==> src/rtl/fp_pkg.sv <==
// rtl/fp_pkg.sv - shared single-precision FP types, constants and operand classifier
package fp_pkg;

  localparam int EXP_W  = 8;
  localparam int FRAC_W = 23;
  localparam int BIAS   = 127;
  localparam int Q_BITS = 26;

  localparam logic [31:0] QNAN    = 32'h7FC00000;
  localparam logic [31:0] POS_INF = 32'h7F800000;
  localparam logic [31:0] MAX_FIN = 32'h7F7FFFFF;

  typedef enum logic [2:0] {
    RM_RNE = 3'b000,
    RM_RTZ = 3'b001,
    RM_RDN = 3'b010,
    RM_RUP = 3'b011,
    RM_RMM = 3'b100
  } r_mode_e;

  typedef enum logic [1:0] {
    CLS_ZERO,
    CLS_INF,
    CLS_NAN,
    CLS_NORM
  } op_class_e;

  typedef enum logic [1:0] {
    ST_IDLE,
    ST_UNPACK,
    ST_ITER,
    ST_ROUND
  } div_state_e;

  // Subnormals fall into CLS_ZERO: the datapath flushes them.
  function automatic op_class_e classify(input logic [31:0] v);
    if (v[30:23] == 8'h00)      return CLS_ZERO;
    else if (v[30:23] == 8'hFF) return (v[22:0] == 23'd0) ? CLS_INF : CLS_NAN;
    else                        return CLS_NORM;
  endfunction

endpackage

==> src/rtl/fp_div_seq_if.sv <==
// rtl/fp_div_seq_if.sv - start/busy/done operand and result bundle for the divider
interface fp_div_seq_if;
  import fp_pkg::*;

  logic        start;
  logic [31:0] fp_X;
  logic [31:0] fp_Y;
  logic [2:0]  r_mode;
  logic [31:0] fp_Z;
  logic        ovrf;
  logic        udrf;
  logic        dz;
  logic        nv;
  logic        busy;
  logic        done;

  modport master (
    output start, fp_X, fp_Y, r_mode,
    input  fp_Z, ovrf, udrf, dz, nv, busy, done
  );

  modport slave (
    input  start, fp_X, fp_Y, r_mode,
    output fp_Z, ovrf, udrf, dz, nv, busy, done
  );

endinterface

==> src/rtl/fp_round.sv <==
// rtl/fp_round.sv - combinational mantissa rounder shared by the FP multiplier and divider
module fp_round
  import fp_pkg::*;
(
  input  logic [FRAC_W-1:0] i_man,
  input  logic              i_guard,
  input  logic              i_sticky,
  input  logic              i_sign,
  input  r_mode_e           i_mode,
  output logic [FRAC_W-1:0] o_man,
  output logic              o_carry
);

  logic w_inexact;
  logic w_inc;

  always_comb begin
    w_inexact = i_guard | i_sticky;
    w_inc     = 1'b0;
    case (i_mode)
      RM_RTZ:  w_inc = 1'b0;
      RM_RDN:  w_inc = i_sign & w_inexact;
      RM_RUP:  w_inc = ~i_sign & w_inexact;
      RM_RMM:  w_inc = i_guard;
      default: w_inc = i_guard & (i_sticky | i_man[0]);
    endcase
    {o_carry, o_man} = {1'b0, i_man} + {{FRAC_W{1'b0}}, w_inc};
  end

endmodule

==> src/rtl/fp_div_seq.sv <==
// rtl/fp_div_seq.sv - iterative radix-2 restoring single-precision divider, fp_Z = fp_X / fp_Y
module fp_div_seq
  import fp_pkg::*;
(
  input  logic         clk,
  input  logic         rst_n,
  fp_div_seq_if.slave  bus
);

  div_state_e         r_state;
  logic [31:0]        r_x;
  logic [31:0]        r_y;
  r_mode_e            r_rm;
  logic               r_sign;
  logic signed [9:0]  r_exp;
  logic [23:0]        r_div;
  logic [25:0]        r_rem;
  logic [25:0]        r_q;
  logic [4:0]         r_cnt;
  logic               r_spec;
  logic [31:0]        r_spec_z;
  logic               r_spec_nv;
  logic               r_spec_dz;

  op_class_e          w_cx;
  op_class_e          w_cy;
  logic               w_sign;
  logic               w_spec;
  logic [31:0]        w_spec_z;
  logic               w_spec_nv;
  logic               w_spec_dz;

  always_comb begin
    w_cx      = classify(r_x);
    w_cy      = classify(r_y);
    w_sign    = r_x[31] ^ r_y[31];
    w_spec    = 1'b1;
    w_spec_z  = 32'd0;
    w_spec_nv = 1'b0;
    w_spec_dz = 1'b0;
    if (w_cx == CLS_NAN || w_cy == CLS_NAN ||
        (w_cx == CLS_ZERO && w_cy == CLS_ZERO) ||
        (w_cx == CLS_INF && w_cy == CLS_INF)) begin
      w_spec_z  = QNAN;
      w_spec_nv = 1'b1;
    end else if (w_cx == CLS_INF) begin
      w_spec_z = {w_sign, POS_INF[30:0]};
    end else if (w_cy == CLS_INF) begin
      w_spec_z = {w_sign, 31'd0};
    end else if (w_cy == CLS_ZERO) begin
      w_spec_z  = {w_sign, POS_INF[30:0]};
      w_spec_dz = 1'b1;
    end else if (w_cx == CLS_ZERO) begin
      w_spec_z = {w_sign, 31'd0};
    end else begin
      w_spec = 1'b0;
    end
  end

  // Remainder is kept pre-shifted: compare/subtract then shift, so q[25] is the integer bit.
  logic               w_ge;
  logic [25:0]        w_sub;

  assign w_ge  = (r_rem >= {2'b00, r_div});
  assign w_sub = r_rem - {2'b00, r_div};

  logic [FRAC_W-1:0]  w_man;
  logic               w_guard;
  logic               w_sticky;
  logic signed [9:0]  w_e;
  logic [FRAC_W-1:0]  w_man_rnd;
  logic               w_carry;
  logic signed [9:0]  w_e_rnd;
  logic               w_ovf_inf;

  always_comb begin
    if (r_q[25]) begin
      w_man    = r_q[24:2];
      w_guard  = r_q[1];
      w_sticky = r_q[0] | (r_rem != 26'd0);
      w_e      = r_exp;
    end else begin
      w_man    = r_q[23:1];
      w_guard  = r_q[0];
      w_sticky = (r_rem != 26'd0);
      w_e      = r_exp - 10'sd1;
    end
  end

  fp_round u_round (
    .i_man    (w_man),
    .i_guard  (w_guard),
    .i_sticky (w_sticky),
    .i_sign   (r_sign),
    .i_mode   (r_rm),
    .o_man    (w_man_rnd),
    .o_carry  (w_carry)
  );

  always_comb begin
    w_e_rnd = w_e + $signed({9'd0, w_carry});
    case (r_rm)
      RM_RTZ:  w_ovf_inf = 1'b0;
      RM_RDN:  w_ovf_inf = r_sign;
      RM_RUP:  w_ovf_inf = ~r_sign;
      default: w_ovf_inf = 1'b1;
    endcase
  end

  always_ff @(posedge clk or negedge rst_n) begin
    if (!rst_n) begin
      r_state   <= ST_IDLE;
      r_x       <= 32'd0;
      r_y       <= 32'd0;
      r_rm      <= RM_RNE;
      r_sign    <= 1'b0;
      r_exp     <= 10'sd0;
      r_div     <= 24'd0;
      r_rem     <= 26'd0;
      r_q       <= 26'd0;
      r_cnt     <= 5'd0;
      r_spec    <= 1'b0;
      r_spec_z  <= 32'd0;
      r_spec_nv <= 1'b0;
      r_spec_dz <= 1'b0;
      bus.fp_Z  <= 32'd0;
      bus.ovrf  <= 1'b0;
      bus.udrf  <= 1'b0;
      bus.dz    <= 1'b0;
      bus.nv    <= 1'b0;
      bus.busy  <= 1'b0;
      bus.done  <= 1'b0;
    end else begin
      bus.done <= 1'b0;
      case (r_state)
        ST_IDLE: begin
          if (bus.start) begin
            r_x      <= bus.fp_X;
            r_y      <= bus.fp_Y;
            r_rm     <= (bus.r_mode > 3'd4) ? RM_RNE : r_mode_e'(bus.r_mode);
            bus.ovrf <= 1'b0;
            bus.udrf <= 1'b0;
            bus.dz   <= 1'b0;
            bus.nv   <= 1'b0;
            bus.busy <= 1'b1;
            r_state  <= ST_UNPACK;
          end
        end
        ST_UNPACK: begin
          r_sign    <= w_sign;
          r_exp     <= {2'b00, r_x[30:23]} - {2'b00, r_y[30:23]} + 10'(BIAS);
          r_rem     <= {3'b001, r_x[22:0]};
          r_div     <= {1'b1, r_y[22:0]};
          r_q       <= 26'd0;
          r_cnt     <= 5'd0;
          r_spec    <= w_spec;
          r_spec_z  <= w_spec_z;
          r_spec_nv <= w_spec_nv;
          r_spec_dz <= w_spec_dz;
          r_state   <= w_spec ? ST_ROUND : ST_ITER;
        end
        ST_ITER: begin
          r_rem <= {(w_ge ? w_sub[24:0] : r_rem[24:0]), 1'b0};
          r_q   <= {r_q[24:0], w_ge};
          r_cnt <= r_cnt + 5'd1;
          if (r_cnt == 5'(Q_BITS - 1)) r_state <= ST_ROUND;
        end
        ST_ROUND: begin
          if (r_spec) begin
            bus.fp_Z <= r_spec_z;
            bus.nv   <= r_spec_nv;
            bus.dz   <= r_spec_dz;
          end else if (w_e <= 10'sd0) begin
            bus.fp_Z <= {r_sign, 31'd0};
            bus.udrf <= 1'b1;
          end else if (w_e_rnd >= 10'sd255) begin
            bus.fp_Z <= {r_sign, (w_ovf_inf ? POS_INF[30:0] : MAX_FIN[30:0])};
            bus.ovrf <= 1'b1;
          end else begin
            bus.fp_Z <= {r_sign, w_e_rnd[7:0], w_man_rnd};
          end
          bus.done <= 1'b1;
          bus.busy <= 1'b0;
          r_state  <= ST_IDLE;
        end
        default: r_state <= ST_IDLE;
      endcase
    end
  end

endmodule

==> src/flat_wrapper.sv <==
// flat-port wrapper written by rule: the top's interface ports become plain ports
module fp_div_seq_flat import fp_pkg::*;
  (clk, rst_n, bus_start, bus_fp_X, bus_fp_Y, bus_r_mode, bus_fp_Z, bus_ovrf, bus_udrf, bus_dz, bus_nv, bus_busy, bus_done);
  fp_div_seq_if bus_i ();
  input  logic clk;
  input  logic rst_n;
  input wire logic [$bits(bus_i.start)-1:0] bus_start;
  input wire logic [$bits(bus_i.fp_X)-1:0] bus_fp_X;
  input wire logic [$bits(bus_i.fp_Y)-1:0] bus_fp_Y;
  input wire logic [$bits(bus_i.r_mode)-1:0] bus_r_mode;
  output wire logic [$bits(bus_i.fp_Z)-1:0] bus_fp_Z;
  output wire logic [$bits(bus_i.ovrf)-1:0] bus_ovrf;
  output wire logic [$bits(bus_i.udrf)-1:0] bus_udrf;
  output wire logic [$bits(bus_i.dz)-1:0] bus_dz;
  output wire logic [$bits(bus_i.nv)-1:0] bus_nv;
  output wire logic [$bits(bus_i.busy)-1:0] bus_busy;
  output wire logic [$bits(bus_i.done)-1:0] bus_done;
  assign bus_i.start = bus_start;
  assign bus_i.fp_X = bus_fp_X;
  assign bus_i.fp_Y = bus_fp_Y;
  assign bus_i.r_mode = bus_r_mode;
  assign bus_fp_Z = bus_i.fp_Z;
  assign bus_ovrf = bus_i.ovrf;
  assign bus_udrf = bus_i.udrf;
  assign bus_dz = bus_i.dz;
  assign bus_nv = bus_i.nv;
  assign bus_busy = bus_i.busy;
  assign bus_done = bus_i.done;
  fp_div_seq u_core (.clk(clk), .rst_n(rst_n), .bus(bus_i));
endmodule
==> config.mk <==
export PLATFORM = sky130hd
export DESIGN_NAME = fp_div_seq_flat
export DESIGN_NICKNAME = d
export VERILOG_FILES = /design/src/rtl/fp_pkg.sv /design/src/rtl/fp_div_seq_if.sv /design/src/rtl/fp_round.sv /design/src/rtl/fp_div_seq.sv /design/src/flat_wrapper.sv
export SDC_FILE = /design/constraint.sdc
export NUM_CORES = 1
export LEC_CHECK = 0
export BUFFER_PORTS_ARGS = -buffer_cell sky130_fd_sc_hd__buf_2
export CELL_PAD_IN_SITES_DETAIL_PLACEMENT = 2
export CELL_PAD_IN_SITES_GLOBAL_PLACEMENT = 2
export CORE_MARGIN = 1.5
export CORE_UTILIZATION = 39
export CTS_BUF_LIST = sky130_fd_sc_hd__clkbuf_8
export DETAILED_ROUTE_END_ITERATION = 10
export PLACE_DENSITY = 0.86
export SLEW_MARGIN = 20
export SYNTH_ARGS = -nofsm -noshare
export SYNTH_HDL_FRONTEND = slang
export SYNTH_SLANG_ARGS = --single-unit
==> constraint.sdc <==
create_clock -name clk -period 6.5 [get_ports clk]
set_clock_uncertainty 0.15 [all_clocks]
set_input_delay 1.3 -clock clk [delete_from_list [all_inputs] [get_ports clk]]
set_output_delay 1.3 -clock clk [all_outputs]
set_load 0.02 [all_outputs]
Word-level counts from Yosys, hierarchy flattened
Index checks and enable logic that the tools add are counted.

word-level totals
  input port bits = 70
  register bits = 234
  word-level logic and storage cells = 137
  output and inout port bits = 38

operators by class
  bitwise gates (word level) = 8
  reductions and logical operators = 21
  equal/unequal tests = 21
  multiplexer cells = 55
  $add $sub $neg = 7
  order comparisons = 4

operators with widths
  operator                                                                 number
  32-bit two-way mux                                                       6
  26-bit case mux with 2 select lines                                      2
  31-bit two-way mux                                                       2
  23-bit zero test                                                         2
  26-bit by 24-bit >= comparator with 1-bit output                         1
  26-bit nonzero test                                                      1
  25-bit two-way mux                                                       1
  25-bit by 24-bit subtractor with 25-bit output                           1
  23-bit by 1-bit adder with 24-bit output                                 1
  24-bit two-way mux                                                       1
  1-bit two-way mux                                                        23
  23-bit two-way mux                                                       1
  8-bit equality test (second input constant)                              2
  8-bit zero test                                                          2
  2-bit two-way mux                                                        8
  10-bit by 2-bit adder with 10-bit output                                 1
  10-bit by 7-bit adder with 10-bit output (second input constant)         1
  10-bit by 9-bit >= comparator with 1-bit output (second input constant)  1
  10-bit by 1-bit <= comparator with 1-bit output (second input constant)  1
  10-bit two-way mux                                                       1
  1-bit case mux with 2 select lines                                       5
  5-bit case mux with 2 select lines                                       1
  10-bit by 2-bit subtractor with 10-bit output (second input constant)    1
  8-bit by 8-bit subtractor with 9-bit output                              1
  26 further kinds                                                         49

Logic depth before layout (Yosys ltp)
  depth in word-level cells = 13
  gate-level depth with buffers = 25
  mapped depth without buffers = 19

Cells and area by module
Synthesis repeated with hierarchy kept, for this count alone.

unflattened totals
  cell total of the unflattened synthesis = 1255
  area total of the unflattened synthesis = 11969.0 um^2

modules (own cells, without submodules)
  module      area each (um^2)  cells an instance  instances  seq. area each (um^2)
  fp_div_seq  11463.5           1189               1          5104.9
  fp_round    505.5             66                 1          0.0

Least setup slack after synthesis
OpenSTA, ideal clock, no wires.

  path kind = flip-flop to flip-flop
  start = register u_core.r_q[25]
  end = register u_core.bus.fp_Z[22]
  path buffers = 6
  data required time = 6.262 ns
  period minus slack after synthesis = 5.610 ns
  setup time = 0.088 ns
  setup slack = 0.890 ns
  arrival = 5.372 ns
  cell stages (with the launch flop) = 26
  cell sequence = dfrtp_1 clkbuf_1 clkbuf_1 a211oi_1 nand4_1 or3_1 maj3_1 nand2_1 a21oi_1 ha_1 nand3_1 a2111o_1 clkbuf_1 nor4_1 and4_1 ha_1 ha_1 nand2b_1 o311ai_0 a31oi_1 or4_1 buf_2 or4b_1 buf_2 buf_6 o2111ai_2

between the ends
  longest elaborated chain between the ends = 10
  elaborated cells between the ends (all ways) = 17
  classes of those cells = add/sub: 2; order compare: 2; mux: 8; bitwise: 5

RTL lines
  what                                                            line                                            text
  from (decl)                                                     fp_div_seq.sv:18                                logic [25:0] r_q;
  from (signal assigned)                                          fp_div_seq.sv:164                               r_q <= {r_q[24:0], w_ge};
  1-bit two-way mux / 23-bit two-way mux (equally long branches)  fp_div_seq.sv:77                                if (r_q[25]) begin
  1-bit OR, on equally long branches                              fp_round.sv:25, fp_round.sv:18
  1-bit bitwise AND, on equally long branches                     fp_round.sv:25, fp_round.sv:22, fp_round.sv:23
  1-bit case mux with 4 select lines                              fp_round.sv:20                                  case (i_mode)
  23-bit by 1-bit adder with 24-bit output                        fp_round.sv:27                                  {o_carry, o_man} = {1'b0, i_man} + {{FRAC_W{1'b0}}, w_inc};
  10-bit by 2-bit adder with 10-bit output                        fp_div_seq.sv:101                               w_e_rnd = w_e + $signed({9'd0, w_carry});
  10-bit by 9-bit >= comparator with 1-bit output                 fp_div_seq.sv:176                               end else if (w_e_rnd >= 10'sd255) begin
  31-bit two-way mux                                              fp_div_seq.sv:176
  31-bit two-way mux *                                            fp_div_seq.sv:173                               end else if (w_e <= 10'sd0) begin
  32-bit two-way mux *                                            fp_div_seq.sv:169                               if (r_spec) begin
  to (signal assigned)                                            fp_div_seq.sv:170                               bus.fp_Z <= r_spec_z;
  to (signal assigned)                                            fp_div_seq.sv:174                               bus.fp_Z <= {r_sign, 31'd0};
  to (signal assigned)                                            fp_div_seq.sv:177                               bus.fp_Z <= {r_sign, (w_ovf_inf ? POS_INF[30:0] : MAX_FIN[30:0])};
  to (decl)                                                       fp_div_seq_if.sv:24                             output fp_Z, ovrf, udrf, dz, nv, busy, done

Mark *: on every way between the ends. The rest lies on a longest branch, timed or not.
A chain may end at the register's enable or synchronous reset.

Final worst setup path
  start = register u_core.r_q[0]
  end = register u_core.bus.fp_Z[2]

between the ends
  longest elaborated chain between the ends = 11
  elaborated cells between the ends (all ways) = 15
  classes of those cells = add/sub: 2; order compare: 1; mux: 6; bitwise: 6

RTL lines
  what                                             line                                            text
  1-bit OR                                         fp_div_seq.sv:80                                w_sticky = r_q[0] | (r_rem != 26'd0);
  1-bit two-way mux                                fp_div_seq.sv:77
  1-bit OR, on equally long branches               fp_round.sv:25, fp_round.sv:18
  1-bit bitwise AND, on equally long branches      fp_round.sv:25, fp_round.sv:22, fp_round.sv:23
  1-bit case mux with 4 select lines *             fp_round.sv:20
  23-bit by 1-bit adder with 24-bit output *       fp_round.sv:27
  10-bit by 2-bit adder with 10-bit output         fp_div_seq.sv:101
  10-bit by 9-bit >= comparator with 1-bit output  fp_div_seq.sv:176
  31-bit two-way mux *                             fp_div_seq.sv:176
  31-bit two-way mux *                             fp_div_seq.sv:173
  32-bit two-way mux *                             fp_div_seq.sv:169

Marked as above.

==> insert_results.sql <==
INSERT INTO impl_metrics (metric_group, metric, value, unit) VALUES
('power_and_ir_drop', 'switchingPower', '4320', 'uW'),
('global_routing', 'grt_remaining_overflow', '0', ''),
('clocking', 'clk_transition_reported_paths', '0.07', 'ns'),
('flow_run', 'max_cap_violations', '0', ''),
('floorplanning', 'floorplan.core_area', '30800', 'sq um'),
('synthesis', 'syn-instance-count', '1327', ''),
('clocking', 'clk_latency', '0.58', 'ns'),
('synthesis', 'synth_fp_nets', '1444', ''),
('synthesis', 'dominant_cell_type_by_area_after_synthesis', 'dfrtp_1', ''),
('synthesis', 'avgSynthCellArea', '9.29', 'sq um'),
('power_and_ir_drop', 'p_leak', '0.00621', 'uW'),
('synthesis', 'synth-edff-count', '0', ''),
('synthesis', 'synth_cell_type_count', '78', ''),
('critical_path', 'critical_path_top_delay_cell', 'or4_1', ''),
('status', 'status', 'completed', ''),
('timing', 'drv_slew', '0', ''),
('global_routing', 'initial_antenna_violation_count', '4', ''),
('synthesis', 'synth.ff_latch_count', '204', ''),
('power_and_ir_drop', 'sequentialPowerShare', '27.8', '%'),
('synthesis', 'synth_top_cells_by_area', 'dfrtp_1 (41%), mux2_2 (6.5%), o21ai_0 (4.6%), ha_1 (4.6%), xnor2_1 (3.7%)', ''),
('min_path', 'hold_path.class', 'register to register', ''),
('clocking', 'cts_tree', 'yes', ''),
('power_and_ir_drop', 'total_power', '8690', 'uW'),
('timing', 'finalSetupViolCount', '0', ''),
('min_path', 'worst_hold_path.endpoint', 'u_core.bus.fp_Z[29]', ''),
('finish', 'filler_cell_count', '3260', ''),
('critical_path', 'regToRegSetupSlack', '0.38', 'ns'),
('clocking', 'number_of_hold_buffers_added_after_cts', '0', ''),
('floorplanning', 'rows', '64', ''),
('clocking', 'htreeDepth', '2', ''),
('critical_path', 'worstSetupPathType', 'register to register', ''),
('timing', 'timing.fmax', '163', 'MHz'),
('drt', 'route.vias.total', '11190', ''),
('drt', 'detail_route.drc_violations', '0', ''),
('clocking', 'clk_root_buf', 'clkbuf_8', ''),
('timing', 'finalHoldViolCount', '0', ''),
('timing', 'worst_pin_slew', '1.12', 'ns'),
('timing', 'timing.hold.ws', '0.339', 'ns'),
('global_routing', 'first_pass_grt_wire_length', '69.8', 'mm'),
('critical_path', 'worstPathRequired', '6.82', 'ns'),
('clocking', 'post_cts_resized', '0', ''),
('floorplanning', 'floorplan.initialDensity', '40.0', '%'),
('global_routing', 'number_of_global_route_vias_before_repair', '12036', ''),
('power_and_ir_drop', 'cell_internal_pwr', '4370', 'uW'),
('synthesis', 'synth_largest_type_area_fraction', '41.4', '%'),
('timing', 'setup_tns', '0', 'ns'),
('clocking', 'cts_setup_buffers', '0', ''),
('critical_path', 'cp_top_family', 'simple AND/OR/NAND/NOR gates', ''),
('power_and_ir_drop', 'comb_power_share', '55.7', '%'),
('critical_path', 'startpoint_type', 'register', ''),
('timing', 'slew-limit-headroom', '25.1', '%'),
('drt', 'number_of_iterations_in_the_first_detailed_routing_pass', '5', ''),
('floorplanning', 'horiz_die_dim', '181', 'um'),
('drt', 'detail_route.wl_per_cell', '25.7', 'um'),
('synthesis', 'synthesis.area', '12300', 'sq um'),
('clocking', 'cts_buffer_depth', '3', ''),
('global_routing', 'grt_max_degree', '112', ''),
('drt', 'route.detailed.vias_per_inst', '6.09', ''),
('floorplanning', 'dieHeight', '181', 'um'),
('place', 'estimated_wirelength_of_the_detail_placed_design', '30.9', 'mm'),
('critical_path', 'cp-startpoint', 'u_core.r_q[0]', ''),
('drt', 'detail_route.iter0.violations', '754', ''),
('critical_path', 'crit_path_frequent_cell', 'ha_1', ''),
('drt', 'wirelength', '47.3', 'mm'),
('synthesis', 'synth_seq_area_share', '41.4', '%'),
('critical_path', 'cp_max_fo', '23', ''),
('synthesis', 'synth.yosys.warnings', '0', ''),
('power_and_ir_drop', 'clkPwrFrac', '16.5', '%'),
('finish', 'fraction_of_final_layout_cells_with_drive_strength_greater_than_1', '20.2', '%'),
('min_path', 'worst_hold_startpoint', 'u_core.bus.fp_Z[29]', ''),
('critical_path', 'crit-reg2reg-launch', 'u_core.r_q[0]', '');
## logic make-up after synthesis
group,after synthesis,synth area share [%]
AND/OR/NAND/NOR,413,16.9
XOR/XNOR,67,4.82
adder cells (fa/ha/maj),48,4.97
flip-flops,204,41.4
buffers and inverters,167,5.39
multiplexers,86,7.70
AO/OA/AOI/OAI,342,18.8
## layout make-up
| class | count | area, sq um | area share [%] |
|---|---|---|---|
| diodes | 4 | 10.0 | 0.0714 |
| clock buffers | 51 | 702 | 5.01 |
| clock inverters | 20 | 146 | 1.04 |
| inverters | 89 | 334 | 2.38 |
| multi-input cells | 956 | 6580 | 47.0 |
| flip-flops and latches | 204 | 5110 | 36.4 |
| well taps | 396 | 495 | 3.54 |
| repair buffers | 118 | 639 | 4.56 |
## power by group through the flow
stage / Sequential [uW] / Clock (uW) / Combinational (uW)
6_report: 2410 / 1430 / 4840
3_5_place_dp: 2360 / 0 / 4590
4_1_cts: 2360 / 1430 / 4690
2_1_floorplan: 2270 / 0 / 3190
5_1_grt: 2460 / 1510 / 5230
3_3_place_gp: 2290 / 0 / 4310
## worst reg2reg max path: cells and delay by family (launching register included)
kind / cells / cell delay [ns]
flops: 1 / 0.42
fa+ha+maj: 4 / 1.10
buf+inv: 2 / 0.47
simple gates: 9 / 2.50
compound gates: 5 / 1.19
xor+xnor: 1 / 0.18
## sequential cells by signal (all words and copies together), names as in the netlist, 5 cells and up
signal           flops
u_core.bus.fp_Z     32
u_core.r_x          32
u_core.r_y          32
u_core.r_q          26
u_core.r_rem        26
u_core.r_div        24
u_core.r_exp        10
u_core.r_cnt         5
## cells in the final DEF (no fill, tap or decap), types with 25 or more instances in the layout
cell,count
ha_1,42
xnor2_1,52
nand3_1,73
nand2_1,114
dfrtp_1,203
buf_2,106
nor2_1,67
nor3_1,25
a21o_1,33
nor4_1,27
o21ai_0,114
clkbuf_8,52
a21oi_1,57
inv_1,97
mux2_2,71
## through the flow
| stage | utilization [%] | setup WS (ns) | instances | instance area, sq um |
|---|---|---|---|---|
| finish | 45.5 | 0.380 | 1838 | 14000 |
| global route | 45.5 | 0.171 | 1838 | 14000 |
| CTS | 45.4 | 0.537 | 1834 | 14000 |
| detailed placement | 42.7 | 0.618 | 1763 | 13200 |
| global placement | 42.7 | 0.840 | 1763 | 13200 |
| floorplan | - | 0.890 | 1327 | 12300 |
## cell usage after synthesis, drive strengths merged (3+ instances only)
library cell  count
o21ai           114
o31ai            10
or4               5
o211ai           14
mux2             71
a221o             3
clkbuf           52
o21a              8
nand3            78
nor3             25
and2              3
a211oi            5
o21bai            4
inv              88
mux2i            15
a21o             33
a211o             3
o221ai            7
buf              26
nand2           115
dfrtp           204
o211a             5
or2               5
nand3b            4
nor2             67
nor2b            14
a31oi            11
xnor2            53
a41oi             4
ha               45
o2111ai           6
o2bb2ai          10
a21oi            57
nor4             28
nand2b           10
xor2             14
nand4b            4
or3              12
and3             14
a21boi            8
nand4            20
a31o              5
a311oi           15
## layer usage
metal	share of wire (%)	up-vias	track usage, %
li1	-	4945	-
met1	41	5730	32.1
met2	50	374	48.0
met3	4.6	141	3.93
met4	4.9	0	13.2
met5	0	-	0.296
## worst max-delay path by stage
stage,end,slack (ns),cells after the start
after detailed placement,u_core.bus.fp_Z[2],0.62,21
after global routing,u_core.bus.fp_Z[7],0.17,21
after global placement,u_core.bus.fp_Z[7],0.84,21
after floorplan,u_core.bus.fp_Z[22],0.89,25
final,u_core.bus.fp_Z[2],0.38,21
after CTS,u_core.bus.fp_Z[2],0.54,21
Note: power is estimated with default switching activity, not from simulation.
